File: src/rtl/scalar_rf_requester.sv
// scalar_rf_requester: in-order command FIFO driving register-file write/read val/rdy transactions; `RF_TIMEOUT_EN adds a watchdog
module scalar_rf_requester #(
  parameter int NUM_PORTS = 1,
  parameter int CMD_DEPTH = 4,
  parameter int TIMEOUT_CYCLES = 16,
  localparam int PW = NUM_PORTS > 1 ? $clog2(NUM_PORTS) : 1
) (
  input  logic          i_clk,
  input  logic          i_reset,
  input  logic          i_cmd_val,
  output logic          o_cmd_rdy,
  input  logic          i_cmd_wr,
  input  logic [4:0]    i_cmd_idx,
  input  logic [PW-1:0] i_cmd_port,
  input  logic [31:0]   i_cmd_data,
  output logic          o_resp_val,
  input  logic          i_resp_rdy,
  output logic [31:0]   o_resp_data,
  output logic [4:0]    o_resp_idx,
  output logic          o_resp_err,
  output logic          o_busy,
  output logic [31:0]   o_rf_recv_msg,
  output logic [4:0]    o_rf_recv_idx,
  output logic          o_rf_recv_val,
  input  logic          i_rf_recv_rdy,
  output logic [4:0]    o_rf_send_idx [NUM_PORTS],
  input  logic [31:0]   i_rf_send_msg [NUM_PORTS],
  input  logic          i_rf_send_val [NUM_PORTS],
  output logic          o_rf_send_rdy [NUM_PORTS]
);
  localparam int AW = $clog2(CMD_DEPTH);
  typedef enum logic [1:0] {IDLE, WR, RD, RESP} state_t;
  typedef struct packed {
    logic          wr;
    logic [4:0]    idx;
    logic [PW-1:0] port;
    logic [31:0]   data;
  } cmd_t;
  cmd_t          r_mem [CMD_DEPTH];
  logic [AW-1:0] r_head, r_tail;
  logic [AW:0]   r_count;
  state_t        r_state, w_next;
  logic          w_push, w_pop, w_to, w_sel_val, w_enter_resp;
  logic [31:0]   w_sel_msg, r_resp_data;
  logic [4:0]    r_resp_idx;
  logic [PW-1:0] w_port;
  cmd_t          w_head;
  assign w_head = r_mem[r_head];
  assign o_cmd_rdy = r_count != (AW+1)'(CMD_DEPTH);
  assign w_push = i_cmd_val && o_cmd_rdy;
  // out-of-range port selects fall back to port 0
  assign w_port = ({1'b0, w_head.port} < (PW+1)'(NUM_PORTS)) ? w_head.port : '0;
  always_comb begin
    w_sel_val = 1'b0;
    w_sel_msg = '0;
    for (int i = 0; i < NUM_PORTS; i++)
      if (w_port == PW'(i)) begin
        w_sel_val = i_rf_send_val[i];
        w_sel_msg = i_rf_send_msg[i];
      end
  end
  for (genvar p = 0; p < NUM_PORTS; p++) begin : g_port
    assign o_rf_send_rdy[p] = r_state == RD && w_port == PW'(p);
    assign o_rf_send_idx[p] = o_rf_send_rdy[p] ? w_head.idx : '0;
  end
  always_comb begin
    w_next = r_state;
    w_pop = 1'b0;
    case (r_state)
      IDLE: if (|r_count) w_next = w_head.wr ? WR : RD;
      WR: if (i_rf_recv_rdy) begin
        w_next = IDLE;
        w_pop = 1'b1;
      end else if (w_to) w_next = RESP;
      RD: if (w_sel_val || w_to) w_next = RESP;
      RESP: if (i_resp_rdy) begin
        w_next = IDLE;
        w_pop = 1'b1;
      end
      default: w_next = IDLE;
    endcase
  end
  assign w_enter_resp = w_next == RESP && r_state != RESP;
  assign o_rf_recv_val = r_state == WR;
  assign o_rf_recv_msg = o_rf_recv_val ? w_head.data : '0;
  assign o_rf_recv_idx = o_rf_recv_val ? w_head.idx : '0;
  assign o_resp_val = r_state == RESP;
  assign o_resp_data = r_resp_data;
  assign o_resp_idx = r_resp_idx;
  assign o_busy = |r_count || r_state != IDLE;
  always_ff @(posedge i_clk or posedge i_reset)
    if (i_reset) begin
      r_state <= IDLE;
      r_head <= '0;
      r_tail <= '0;
      r_count <= '0;
      r_resp_data <= '0;
      r_resp_idx <= '0;
    end else begin
      r_state <= w_next;
      if (w_push) r_tail <= r_tail + AW'(1);
      if (w_pop) r_head <= r_head + AW'(1);
      r_count <= r_count + (AW+1)'(w_push) - (AW+1)'(w_pop);
      if (w_enter_resp) begin
        r_resp_data <= (r_state == RD && w_sel_val) ? w_sel_msg : '0;
        r_resp_idx <= w_head.idx;
      end
    end
  always_ff @(posedge i_clk)
    if (w_push) r_mem[r_tail] <= {i_cmd_wr, i_cmd_idx, i_cmd_port, i_cmd_data};
`ifdef RF_TIMEOUT_EN
  logic [7:0] r_cnt;
  logic       r_err;
  assign w_to = (r_state == WR || r_state == RD) && r_cnt == 8'(TIMEOUT_CYCLES - 1);
  assign o_resp_err = r_err && o_resp_val;
  always_ff @(posedge i_clk or posedge i_reset)
    if (i_reset) begin
      r_cnt <= '0;
      r_err <= 1'b0;
    end else begin
      r_cnt <= (r_state == WR || r_state == RD) ? r_cnt + 8'd1 : '0;
      if (w_enter_resp) r_err <= !(r_state == RD && w_sel_val);
    end
`else
  assign w_to = 1'b0;
  assign o_resp_err = 1'b0;
`endif
endmodule

File: config.mk
export PLATFORM = sky130hd
export DESIGN_NAME = scalar_rf_requester
export DESIGN_NICKNAME = d
export VERILOG_FILES = /design/src/rtl/scalar_rf_requester.sv
export SDC_FILE = /design/constraint.sdc
export NUM_CORES = 1
export LEC_CHECK = 0
export BUFFER_PORTS_ARGS = -buffer_cell sky130_fd_sc_hd__clkbuf_2
export CORE_MARGIN = 2
export CORE_UTILIZATION = 30
export CTS_BUF_LIST = sky130_fd_sc_hd__clkbuf_8 sky130_fd_sc_hd__clkbuf_16
export DETAILED_ROUTE_END_ITERATION = 12
export HOLD_SLACK_MARGIN = 0.12
export PLACE_DENSITY_LB_ADDON = 0.2
export SLEW_MARGIN = 20
export SYNTH_ARGS = -nofsm -noshare
export SYNTH_HDL_FRONTEND = slang
export SYNTH_SLANG_ARGS = --single-unit
File: constraint.sdc
create_clock -name i_clk -period 3.74 [get_ports i_clk]
set_clock_uncertainty 0.15 [all_clocks]
set_input_delay 0.561 -clock i_clk [delete_from_list [all_inputs] [get_ports i_clk]]
set_output_delay 0.561 -clock i_clk [all_outputs]
set_load 0.05 [all_outputs]
; Word level (Yosys, flattened, before mapping)
; Memories as Yosys holds them, arrays and structs flattened.
; Cells that the tools add are included.
[totals]
mem_bits_ro = 0
latch_bits = 0
inputBits = 77
mem_count = 1
out_inout_bits = 85
mem_bits_rw = 156
ff_bits = 46
[classes]
reduce_logical = 8
mux = 18
n_eq_ne = 6
bitwise_logic = 1
n_mul = 0
add_sub_neg = 4
n_shift = 0
div_mod_pow = 0
magnitude_cmp = 1
[mem_list]
columns = memory, words, word_bits, read_ports, rd_ports_with_merged_regs, wr, line_no
row1 = r_mem, 4, 39, 1, 0, 1, 39  ; cmd_t r_mem [CMD_DEPTH];
[op_table]
columns = operator, n
row1 = 2-to-1 mux 32 bit, 3
row2 = 2-to-1 mux 2 bit, 5
row3 = 2-to-1 mux 5 bit, 2
row4 = case mux 2 bit (4 select lines), 1
row5 = equality test 2 bit (second input constant), 3
row6 = 2-to-1 mux 1 bit, 6
row7 = adder 2 x 1 -> 2 bit (second input constant), 2
row8 = logical AND 1 bit, 4
row9 = adder 3 x 1 -> 3 bit, 1
row10 = != test 3 bit (second input constant), 1
row11 = OR reduction 3 bit, 1
row12 = subtractor 3 x 1 -> 3 bit, 1
row13 = equality test 2 x 1 -> 1 bit (second input constant), 1
row14 = logical NOT 2 bit, 1
row15 = != test 2 bit (second input constant), 1
row16 = case mux 1 bit (2 select lines), 1
row17 = nonzero test 2 bit, 1
row18 = logical OR 1 bit, 1
row19 = < comparator 1 bit (second input constant), 1
row20 = inverter 1 bit, 1

; Longest topological paths before layout
; Gate-level depths: netlist of run 1.
; An unclocked memory read counts as a cell.
[logic_depth]
ltp_word = 8
depth_mapped = 9
depth_no_buf = 9

; Worst setup path after synthesis of run 1
; No wires, ideal clock.
[synth_timing]
path_kind = flip-flop to flip-flop
from = register r_count[1]
to = register r_count[2]
arrival_time_ns = 2.270
n_path_buf = 0
stages_incl_launch_ff = 10
slack_ns = 1.197
cell_sequence = dfrtp_1 -> or3b_1 -> and2_4 -> inv_1 -> ha_1 -> inv_1 -> ha_1 -> fa_1 -> xnor2_1 -> xnor2_1
[synth_via]
elab_chain_cells = 4
[synth_lines]
columns = item, line_no
row1 = from (decl), 41  ; logic [AW:0] r_count;
row2 = from (signal assigned), 103  ; r_count <= r_count + (AW+1)'(w_push) - (AW+1)'(w_pop);
row3 = != test 3 bit, 49  ; assign o_cmd_rdy = r_count != (AW+1)'(CMD_DEPTH);
row4 = via o_cmd_rdy, 11  ; output logic o_cmd_rdy,
row5 = logical AND 1 bit, 50  ; assign w_push = i_cmd_val && o_cmd_rdy;
row6 = adder 3 x 1 -> 3 bit, 103
row7 = subtractor 3 x 1 -> 3 bit, 103
; The timed path passes the listed nets, and every way through them passes these cells.
; A chain may end at the register's enable or synchronous reset.

; Worst setup path in the final report of run 1
[layout_timing]
from = register r_head[0]
to = output port o_rf_recv_msg[3]
[layout_via]
elab_chain_cells = 2
[layout_lines]
columns = item, line_no
row1 = from (decl), 40  ; logic [AW-1:0] r_head, r_tail;
row2 = from (signal assigned), 102  ; if (w_pop) r_head <= r_head + AW'(1);
row3 = memory (4 x 39 bit), n/a
row4 = 2-to-1 mux 32 bit, 85  ; assign o_rf_recv_msg = o_rf_recv_val ? w_head.data : '0;
row5 = to (decl), 22  ; output logic [31:0] o_rf_recv_msg,
; No other way between the ends.

==> results of run 1 <==
flip-flops by register name, summed over array words and instances (netlist names):
signal and cells:
r_tail 2, r_head 2, r_mem 152, o_resp_data 32, r_state 2, o_resp_idx 5
r_count 3
worst register-to-register path: stages, from the launching register on:
cell,delay [ns]
dfrtp_1,0.40
or3b_1,0.47
and2_4,0.21
inv_1,0.06
ha_1,0.13
inv_1,0.04
ha_1,0.19
fa_1,0.39
xnor2_1,0.20
xnor2_1,0.15
through the flow:
stage | hold slack, ns | instance area (sq um) | utilization (%) | instances
detailed placement | 0.3416 | 8877 | 35.15 | 856
CTS | 0.1666 | 9494 | 37.59 | 888
finish | 0.07769 | 9495 | 37.60 | 888
floorplan | 0.3464 | 7724 | - | 378
global route | 0.1309 | 9495 | 37.60 | 888
global placement | 0.3247 | 8877 | 35.15 | 856
placed cells by master, fill, tap and decap left out, types with 5 or more instances in the layout:
master	Yosys	final
buf_4	4	7
and2_1	44	44
clkbuf_2	1	159
clkbuf_16	0	17
mux4_2	38	38
dfrtp_1	46	44
edfxtp_1	152	152
clkinv_8	0	5
ha_1	6	6
mux2_2	36	36
inv_1	7	6
path summary, 6_finish.rpt:
check	endpoint	slack [ns]	cells past startpoint
hold reg to reg	o_resp_data[12]	0.36	1
max in group asynchronous	r_head[0]	2.83	2
setup reg to reg	r_count[2]	1.29	9
hold / removal	o_resp_data[10]	0.08	2
min in group i_clk	r_mem[1][22]	0.19	1
setup / recovery	o_rf_recv_msg[3]	0.61	4
metal layers:
layer / vias to the layer above / track usage, % / share of wire, %
met2: 140 / 21.26 / 49
li1: 1786 / - / -
met4: 0 / 3.202 / 0.92
met1: 1957 / 14.53 / 42
met3: 11 / 4.545 / 8.3
met5: - / 0 / 0
cell type report:
type                       count  share of cell area [%]
timing repair buffer         167                   9.145
tap                          330                   4.348
clock buffer                  17                   4.480
multi-input combinational    154                   19.48
sequential                   198                   60.25
clock inverter                15                   2.016
inverter                       7                  0.2899
cells by family after synthesis:
kind of cell / share of synthesized area [%]
flops: 74.00
mux: 16.77
simple gates: 5.006
buf+inv: 2.122
fa+ha+maj: 1.231
xor+xnor: 0.5670
compound gates: 0.2592
other cells: 0.04855
where the power goes:
group | switching (mW) | internal, mW | total (mW)
Combinational | 2.40 | 1.16 | 3.56
Sequential | 0.332 | 3.00 | 3.33
Clock | 0.927 | 0.920 | 1.85
==> results.py, run 1 <==
metrics = {
    "yosys": {
        "synth_top_area_share_pct": 59.10,
        "synth_edf_count": 152,
        "synthTopCellsByArea": "edfxtp_1 (59%), dfrtp_1 (15%), mux4_2 (11%)",
        "yosysSeqAreaShare_pct": 74.00,
        "synth_top_area_cell": "edfxtp_1",
        "synth_cell_types": 32,
        "ys_ff_latch": 198,
        "yosysWarnings": 0,
        "yosysMostFrequentCell": "edfxtp_1",
        "async_flop_share_pct": 23.23,
        "syn_area_sq_mm": 0.007724,
        "synthFlopType": "edfxtp_1",
        "synth_common_cells": "edfxtp_1 (152), dfrtp_1 (46), and2_1 (44)",
        "synth_cells": 378,
        "synth_nets": 462,
        "postSynthAreaPerCell_sq_um": 20.43,
    },
    "sta": {
        "fmax_mhz": 319.1,
        "slew_headroom_pct": 48.08,
        "final.setup.tns_ns": 0,
        "rsz0062_at_grt": "false",
        "finalCritPeriodShare_pct": 83.80,
        "setup_viol": 0,
        "worstMarginPinSlew_ns": 0.7779,
        "hold_viol": 0,
        "setup_ws_ns": 0.6060,
        "drv_slew": 0,
        "min_period_ns": 3.134,
    },
    "critical_path": {
        "critPathMaxFanout": 24,
        "crit_slowest_cell": "dfrtp_4",
        "cp-startpoint": "r_head[0]",
        "cp_slowest_stage_delay_ns": 0.77,
        "end_kind": "output pin",
        "path_cells": "buf_12 -> mux4_2 -> and2_1 -> clkbuf_2",
        "worstSetupPathType": "reg -> out",
        "r2r-start": "r_count[1]",
        "crit_arrival_ns": 2.42,
        "critPathLaunchType": "flip-flop",
        "cp_num_buf_inv": 2,
        "critPathTopFamily": "flip-flops",
        "worstPathRequired_ns": 3.03,
    },
    "die": {
        "fp.dieArea_sq_mm": 0.02705,
        "die_x_um": 164.5,
        "die_h_um": 164.5,
        "core.rowCount": 58,
        "io_pins": 162,
        "core_sq_mm": 0.02525,
        "initial_core_util_pct": 30.58,
    },
    "cts": {
        "clk_latency_ns": 0.43,
        "cts_tree": "done",
        "cts_htree_levels": 4,
        "cts_made_buffers": 17,
        "clockBufferDepth": 2,
        "cts_resized": 0,
        "post_cts_buffers": 0,
        "cts_hold_buf": 0,
        "path_clk_slew_ns": 0.08,
        "cts_sinks": 198,
        "ctsRootBufferMaster": "clkbuf_16",
    },
    "grt": {
        "grt_first_pass_wirelength_um": 24260,
        "grt_overflow": 0,
        "grt_max_degree": 47,
        "grt_usage_pct": 12.31,
        "antenna_found_initial": 0,
        "grt_pass1_vias": 4285,
    },
    "detailed_routing": {
        "via_per_inst": 4.385,
        "drtIter0Drc": 312,
        "drc": 0,
        "wl_per_cell_um": 18.16,
        "drt_pass1_iterations": 4,
        "wl_um": 16130,
        "via_count": 3894,
        "ant_nets": 0,
    },
    "finish": {
        "final_nets": 629,
        "multi_input_area_sq_mm": 0.001849,
        "num-fill-cells": 2360,
        "seqCellArea_sq_mm": 0.005720,
        "drive_gt1_share_pct": 50.72,
        "area_delta_synth_final_pct": 22.94,
        "antennaDiodeCount": 0,
    },
    "pwr": {
        "powerDensity_mw_per_mm2": 920.1,
        "p_leak_nw": 3.654,
        "peakVddDrop_mv": 0.5688,
        "total_power_mw": 8.736,
    },
    "place": {
        "place_ws_ns": 0.9775,
        "gp_congestion": 0.7191,
        "numPortBuffers": 159,
        "dp_hpwl_um": 10600,
    },
    "run_status": {
        "status": "finished clean",
    },
    "job": {
        "cap_viol_max_count": 0,
    },
    "min_path": {
        "hp-class": "in -> async",
    },
}
Note: power is estimated with default switching activity, not from simulation.
==> inputs of run 2 (changes only) <==
- clock period: 3.74 -> 2.8 ns (I/O delays scaled with it)
==> run 2 against run 1 <==
First-iteration DRC count fell by 19%. Routed wire length increased by 3.9%. Non-clock buffer count rose by 77. Critical endpoint is now o_rf_recv_msg[31]. Worst hold slack better by 0.065 ns. Largest cell class unchanged. Clock power up 35%. Combinational power up 43%. Sequential power is 30% higher. Die area is the same. Final cell count grew 8.8%. Critical path depth unchanged. Cell area increased by 8.8%.
==> results.py, run 2 (synthesis results as in run 1) <==
metrics = {
    "cts": {
        "cts_htree_levels": 4,
        "clk_latency_ns": 0.43,
        "cts_made_buffers": 17,
        "clockBufferDepth": 2,
        "cts_resized": 0,
        "cts_tree": "done",
        "path_clk_slew_ns": 0.08,
        "cts_sinks": 198,
        "ctsRootBufferMaster": "clkbuf_16",
    },
    "job": {
        "cap_viol_max_count": 0,
    },
    "critical_path": {
        "critPathMaxFanout": 15,
        "worstPathRequired_ns": 2.23,
        "crit_arrival_ns": 2.09,
        "critPathTopFamily": "flip-flops",
        "end_kind": "output pin",
        "cp_slowest_stage_delay_ns": 0.51,
        "path_cells": "buf_12 -> mux4_2 -> and2_1 -> clkbuf_2",
        "critPathLaunchType": "flip-flop",
        "cp.depth": 4,
        "worstSetupPathType": "reg -> out",
        "crit_slowest_cell": "dfrtp_4",
        "cp_num_buf_inv": 2,
        "r2r_cells": 8,
    },
    "die": {
        "fp.dieArea_sq_mm": 0.02705,
        "core.rowCount": 58,
        "io_pins": 162,
        "die_x_um": 164.5,
        "die_h_um": 164.5,
        "initial_core_util_pct": 30.58,
        "core_sq_mm": 0.02525,
    },
    "grt": {
        "grt_overflow": 0,
        "grt_usage_pct": 12.70,
        "grt_max_degree": 38,
        "antenna_found_initial": 1,
        "grt_pass1_vias": 4659,
        "grt_first_pass_wirelength_um": 25350,
    },
    "sta": {
        "rsz0062_at_grt": "false",
        "finalCritPeriodShare_pct": 94.83,
        "final.setup.tns_ns": 0,
        "worstMarginPinSlew_ns": 0.5317,
        "slew_headroom_pct": 64.50,
        "setup_viol": 0,
        "hold_viol": 0,
        "drv_slew": 0,
        "fmax_mhz": 376.6,
        "min_period_ns": 2.655,
    },
    "finish": {
        "drive_gt1_share_pct": 45.51,
        "layout_commonest_cell": "clkbuf_2",
        "multi_input_area_sq_mm": 0.001849,
        "final_cell_mix": "clkbuf_2 (159), edfxtp_1 (152), dlygate4sd3_1 (71), and2_1 (44), dfrtp_1 (44)",
        "top_register": "r_mem",
        "area_delta_synth_final_pct": 33.81,
        "num-fill-cells": 2289,
        "seqCellArea_sq_mm": 0.005720,
        "largest_register_ffs": 152,
        "design_area_sq_mm": 0.01033,
        "final_nets": 706,
    },
    "min_path": {
        "hold_path_depth": 3,
        "hp-class": "in -> reg",
    },
    "run_status": {
        "status": "finished clean",
    },
    "detailed_routing": {
        "wl_um": 16760,
        "via_per_inst": 4.391,
        "drtIter0Drc": 254,
        "drt_pass1_iterations": 4,
        "wl_per_cell_um": 17.35,
        "via_count": 4242,
        "ant_nets": 0,
        "drc": 0,
    },
    "place": {
        "gp_congestion": 0.7275,
        "numPortBuffers": 159,
        "dp_hpwl_um": 10660,
        "place_area_sq_mm": 0.008977,
    },
    "pwr": {
        "peakVddDrop_mv": 0.6729,
        "p_leak_nw": 4.004,
        "powerDensity_mw_per_mm2": 1152,
    },
}
==> run 2: per-layer routing <==
metal	up-vias	wire (um)	part of all wire (%)	GRT usage [%]
li1	1951	-	-	-
met1	2133	7162	43	15.24
met2	148	8328	50	22.16
met3	10	1091	6.5	3.340
met4	0	179	1.1	4.387
met5	-	0	0	0
==> run 2: power by group <==
group | internal (mW) | switching (mW)
clock network | 1.23 | 1.26
registers | 4.01 | 0.311
logic | 1.73 | 3.37
total | 6.97 | 4.94
==> run 2: stage by stage <==
| step | util, % | worst slack [ns] | power (mW) | hold WS [ns] | std cells |
|---|---|---|---|---|---|
| 2_1_floorplan | - | 0.2568 | 8.151 | 0.3464 | 378 |
| 5_1_grt | 40.92 | 0.05389 | 12.56 | 0.1752 | 966 |
| 3_3_place_gp | 35.55 | 0.4106 | 9.394 | 0.3137 | 861 |
| 3_5_place_dp | 35.55 | 0.3766 | 9.492 | 0.3277 | 861 |
| 6_report | 40.92 | 0.1447 | 11.91 | 0.1426 | 966 |
| 4_1_cts | 40.91 | 0.07521 | 12.13 | 0.1265 | 965 |
==> run 2: tightest hold or removal path, cell delays in order <==
cell,delay [ns]
clkbuf_2,0.09
nand2b_1,0.09
nand3_1,0.08
==> run 2: final timing paths <==
kind | start | end | slack, ns
worst max-delay path | r_head[0] | o_rf_recv_msg[31] | 0.14
max in group asynchronous | i_reset | o_resp_idx[3] | 1.48
worst min register to register | o_resp_data[7] | o_resp_data[7] | 0.35
min in group asynchronous | i_reset | o_resp_data[17] | 0.42
worst min-delay path | i_rf_recv_rdy | r_state[0] | 0.14
worst max register to register | r_state[1] | r_count[2] | 0.38
==> run 2: repair_timing <==
action / CTS / global route
setup endpoints to repair: 25 / 0
hold buffers: 71 / 0
hold endpoints to repair: 206 / 0
buffers inserted: 1 / 0
==> run 2: layout make-up <==
cell class | count | share of cell area, %
Sequential cell | 198 | 55.35
Clock buffer | 17 | 4.116
Timing Repair Buffer | 244 | 16.44
Clock inverter | 15 | 1.925
Inverter | 7 | 0.2542
Tap cell | 330 | 3.995
Multi-Input combinational cell | 154 | 17.89
Antenna cell | 1 | 0.02421
==> inputs of run 3 (changes only) <==
- CAP_MARGIN: unset -> 20
- CTS_BUF_LIST: sky130_fd_sc_hd__clkbuf_8 sky130_fd_sc_hd__clkbuf_16 -> sky130_fd_sc_hd__clkbuf_2 sky130_fd_sc_hd__clkbuf_4 sky130_fd_sc_hd__clkbuf_8
==> run 3 against run 2 <==
Maximum frequency is 2.0% lower. Cell area fell by 1.5%. Die area is the same. Highest routed layer unchanged.
==> results.py, run 3 (synthesis results as in run 1) <==
metrics = {
    "pwr": {
        "peakVddDrop_mv": 0.6730,
        "p_leak_nw": 3.945,
        "powerDensity_mw_per_mm2": 1113,
        "total_power_mw": 11.34,
    },
    "cts": {
        "cts_sinks": 198,
        "clockBufferDepth": 2,
        "cts_tree": "done",
        "clk_latency_ns": 0.46,
        "ctsRootBufferMaster": "clkbuf_8",
        "cts_made_buffers": 17,
        "cts_htree_levels": 4,
        "path_clk_slew_ns": 0.11,
    },
    "place": {
        "place_inst": 861,
        "gp_congestion": 0.7275,
        "numPortBuffers": 159,
        "dp_hpwl_um": 10660,
    },
    "detailed_routing": {
        "via_count": 4249,
        "via_per_inst": 4.380,
        "drc": 0,
        "drt_pass1_iterations": 4,
        "wl_um": 16760,
        "drtIter0Drc": 208,
        "ant_nets": 0,
        "wl_per_cell_um": 17.28,
    },
    "grt": {
        "antenna_found_initial": 1,
        "grt_usage_pct": 12.63,
        "grt_overflow": 0,
        "grt_pass1_vias": 4636,
        "grt_max_degree": 38,
        "grt_first_pass_wirelength_um": 25300,
    },
    "critical_path": {
        "worstSetupPathType": "reg -> out",
        "worstPathRequired_ns": 2.23,
        "critPathTopFamily": "flip-flops",
        "path_cells": "buf_12 -> mux4_2 -> and2_1 -> clkbuf_2",
        "crit_arrival_ns": 2.14,
        "end_kind": "output pin",
        "critPathMaxFanout": 15,
        "r2r_cells": 8,
        "cp.depth": 4,
        "cp_num_buf_inv": 2,
        "crit_slowest_cell": "dfrtp_4",
        "cp_slowest_stage_delay_ns": 0.53,
        "critPathLaunchType": "flip-flop",
    },
    "sta": {
        "hold_viol": 0,
        "worstMarginPinSlew_ns": 0.5305,
        "min_period_ns": 2.711,
        "drv_slew": 0,
        "slew_headroom_pct": 64.58,
        "fmax_mhz": 368.9,
        "final.setup.tns_ns": 0,
        "rsz0062_at_grt": "true",
        "setup_viol": 0,
        "finalCritPeriodShare_pct": 96.81,
    },
    "finish": {
        "largest_register_ffs": 152,
        "layout_commonest_cell": "edfxtp_1",
        "final_cell_count_no_fill": 970,
        "final_cell_mix": "edfxtp_1 (152), clkbuf_2 (144), dlygate4sd3_1 (74), and2_1 (44), dfrtp_1 (44)",
        "area_delta_synth_final_pct": 31.85,
        "final_nets": 710,
        "top_register": "r_mem",
        "drive_gt1_share_pct": 45.38,
    },
    "die": {
        "die_h_um": 164.5,
        "initial_core_util_pct": 30.58,
        "die_x_um": 164.5,
        "core.rowCount": 58,
        "io_pins": 162,
        "fp.dieArea_sq_mm": 0.02705,
        "core_sq_mm": 0.02525,
    },
    "min_path": {
        "hp-class": "in -> reg",
        "hold_path_depth": 3,
    },
    "run_status": {
        "status": "finished clean",
    },
    "job": {
        "cap_viol_max_count": 0,
    },
}
-- run 3: cell types whose count changed in the layout (fill, tap and decap cells not counted), sizes merged --
cell         change
dlygate4sd3      +3
clkbuf          -14
buf             +15
-- run 3: repair_timing --
item                                    4_1_cts  5_1_grt
gates resized for setup                       1       14
cloned                                        0        0
hold endpoints to repair                    208        0
endpoints found under the setup margin       28       25
hold buffers                                 74        0
setup buffers                                 1        1
-- run 3: report_power, final --
part | internal (mW) | switching (mW)
clock | 0.707 | 1.18
combinational | 1.76 | 3.37
sequential | 4.01 | 0.315
total | 6.47 | 4.86
-- run 3: per-stage QoR --
stage	instance area, sq um	worst slack (ns)	hold WS [ns]	util, %
floorplan	7724	0.2568	0.3464	-
global placement	8977	0.4106	0.3137	35.55
detailed placement	8977	0.3766	0.3277	35.55
CTS	10170	0.002496	0.1524	40.28
global route	10180	-0.002333	0.1602	40.32
finish	10180	0.08926	0.1850	40.32
-- run 3: per-layer routing --
layer  wire length (um)  track usage [%]  vias up
met3               1064            3.566       14
met4                188            3.913        0
met1               7247            15.36     2144
li1                   -                -     1956
met5                  0                0        -
met2               8258            21.83      135
-- run 3: final timing paths --
check | startpoint | end | slack, ns
max in group asynchronous | i_reset | o_resp_idx[1] | 1.53
hold reg to reg | o_resp_data[7] | o_resp_data[7] | 0.36
setup reg to reg | r_state[1] | r_count[2] | 0.37
hold / removal | i_cmd_val | r_tail[0] | 0.19
min in group asynchronous | i_reset | o_resp_data[17] | 0.38
setup / recovery | r_head[0] | o_rf_recv_msg[8] | 0.09
-- run 3: layout make-up --
class                   count  area, sq um
diodes                      1        2.502
flip-flops and latches    198         5720
repair buffers            248         1739
inverters                   7        26.28
fillers                  2309        15070
well taps                 330        412.9
clock buffers              17        234.0
multi-input cells         154         1849
clock inverters            15        198.9
-- run 3: worst reg2reg max path, stage by stage (launching register included) --
cell and delay (ns):
dfrtp_1 0.46, mux2_2 0.37, and2_1 0.19, ha_1 0.28
inv_1 0.04, ha_1 0.18, fa_1 0.37, xnor2_1 0.18
xnor2_1 0.14
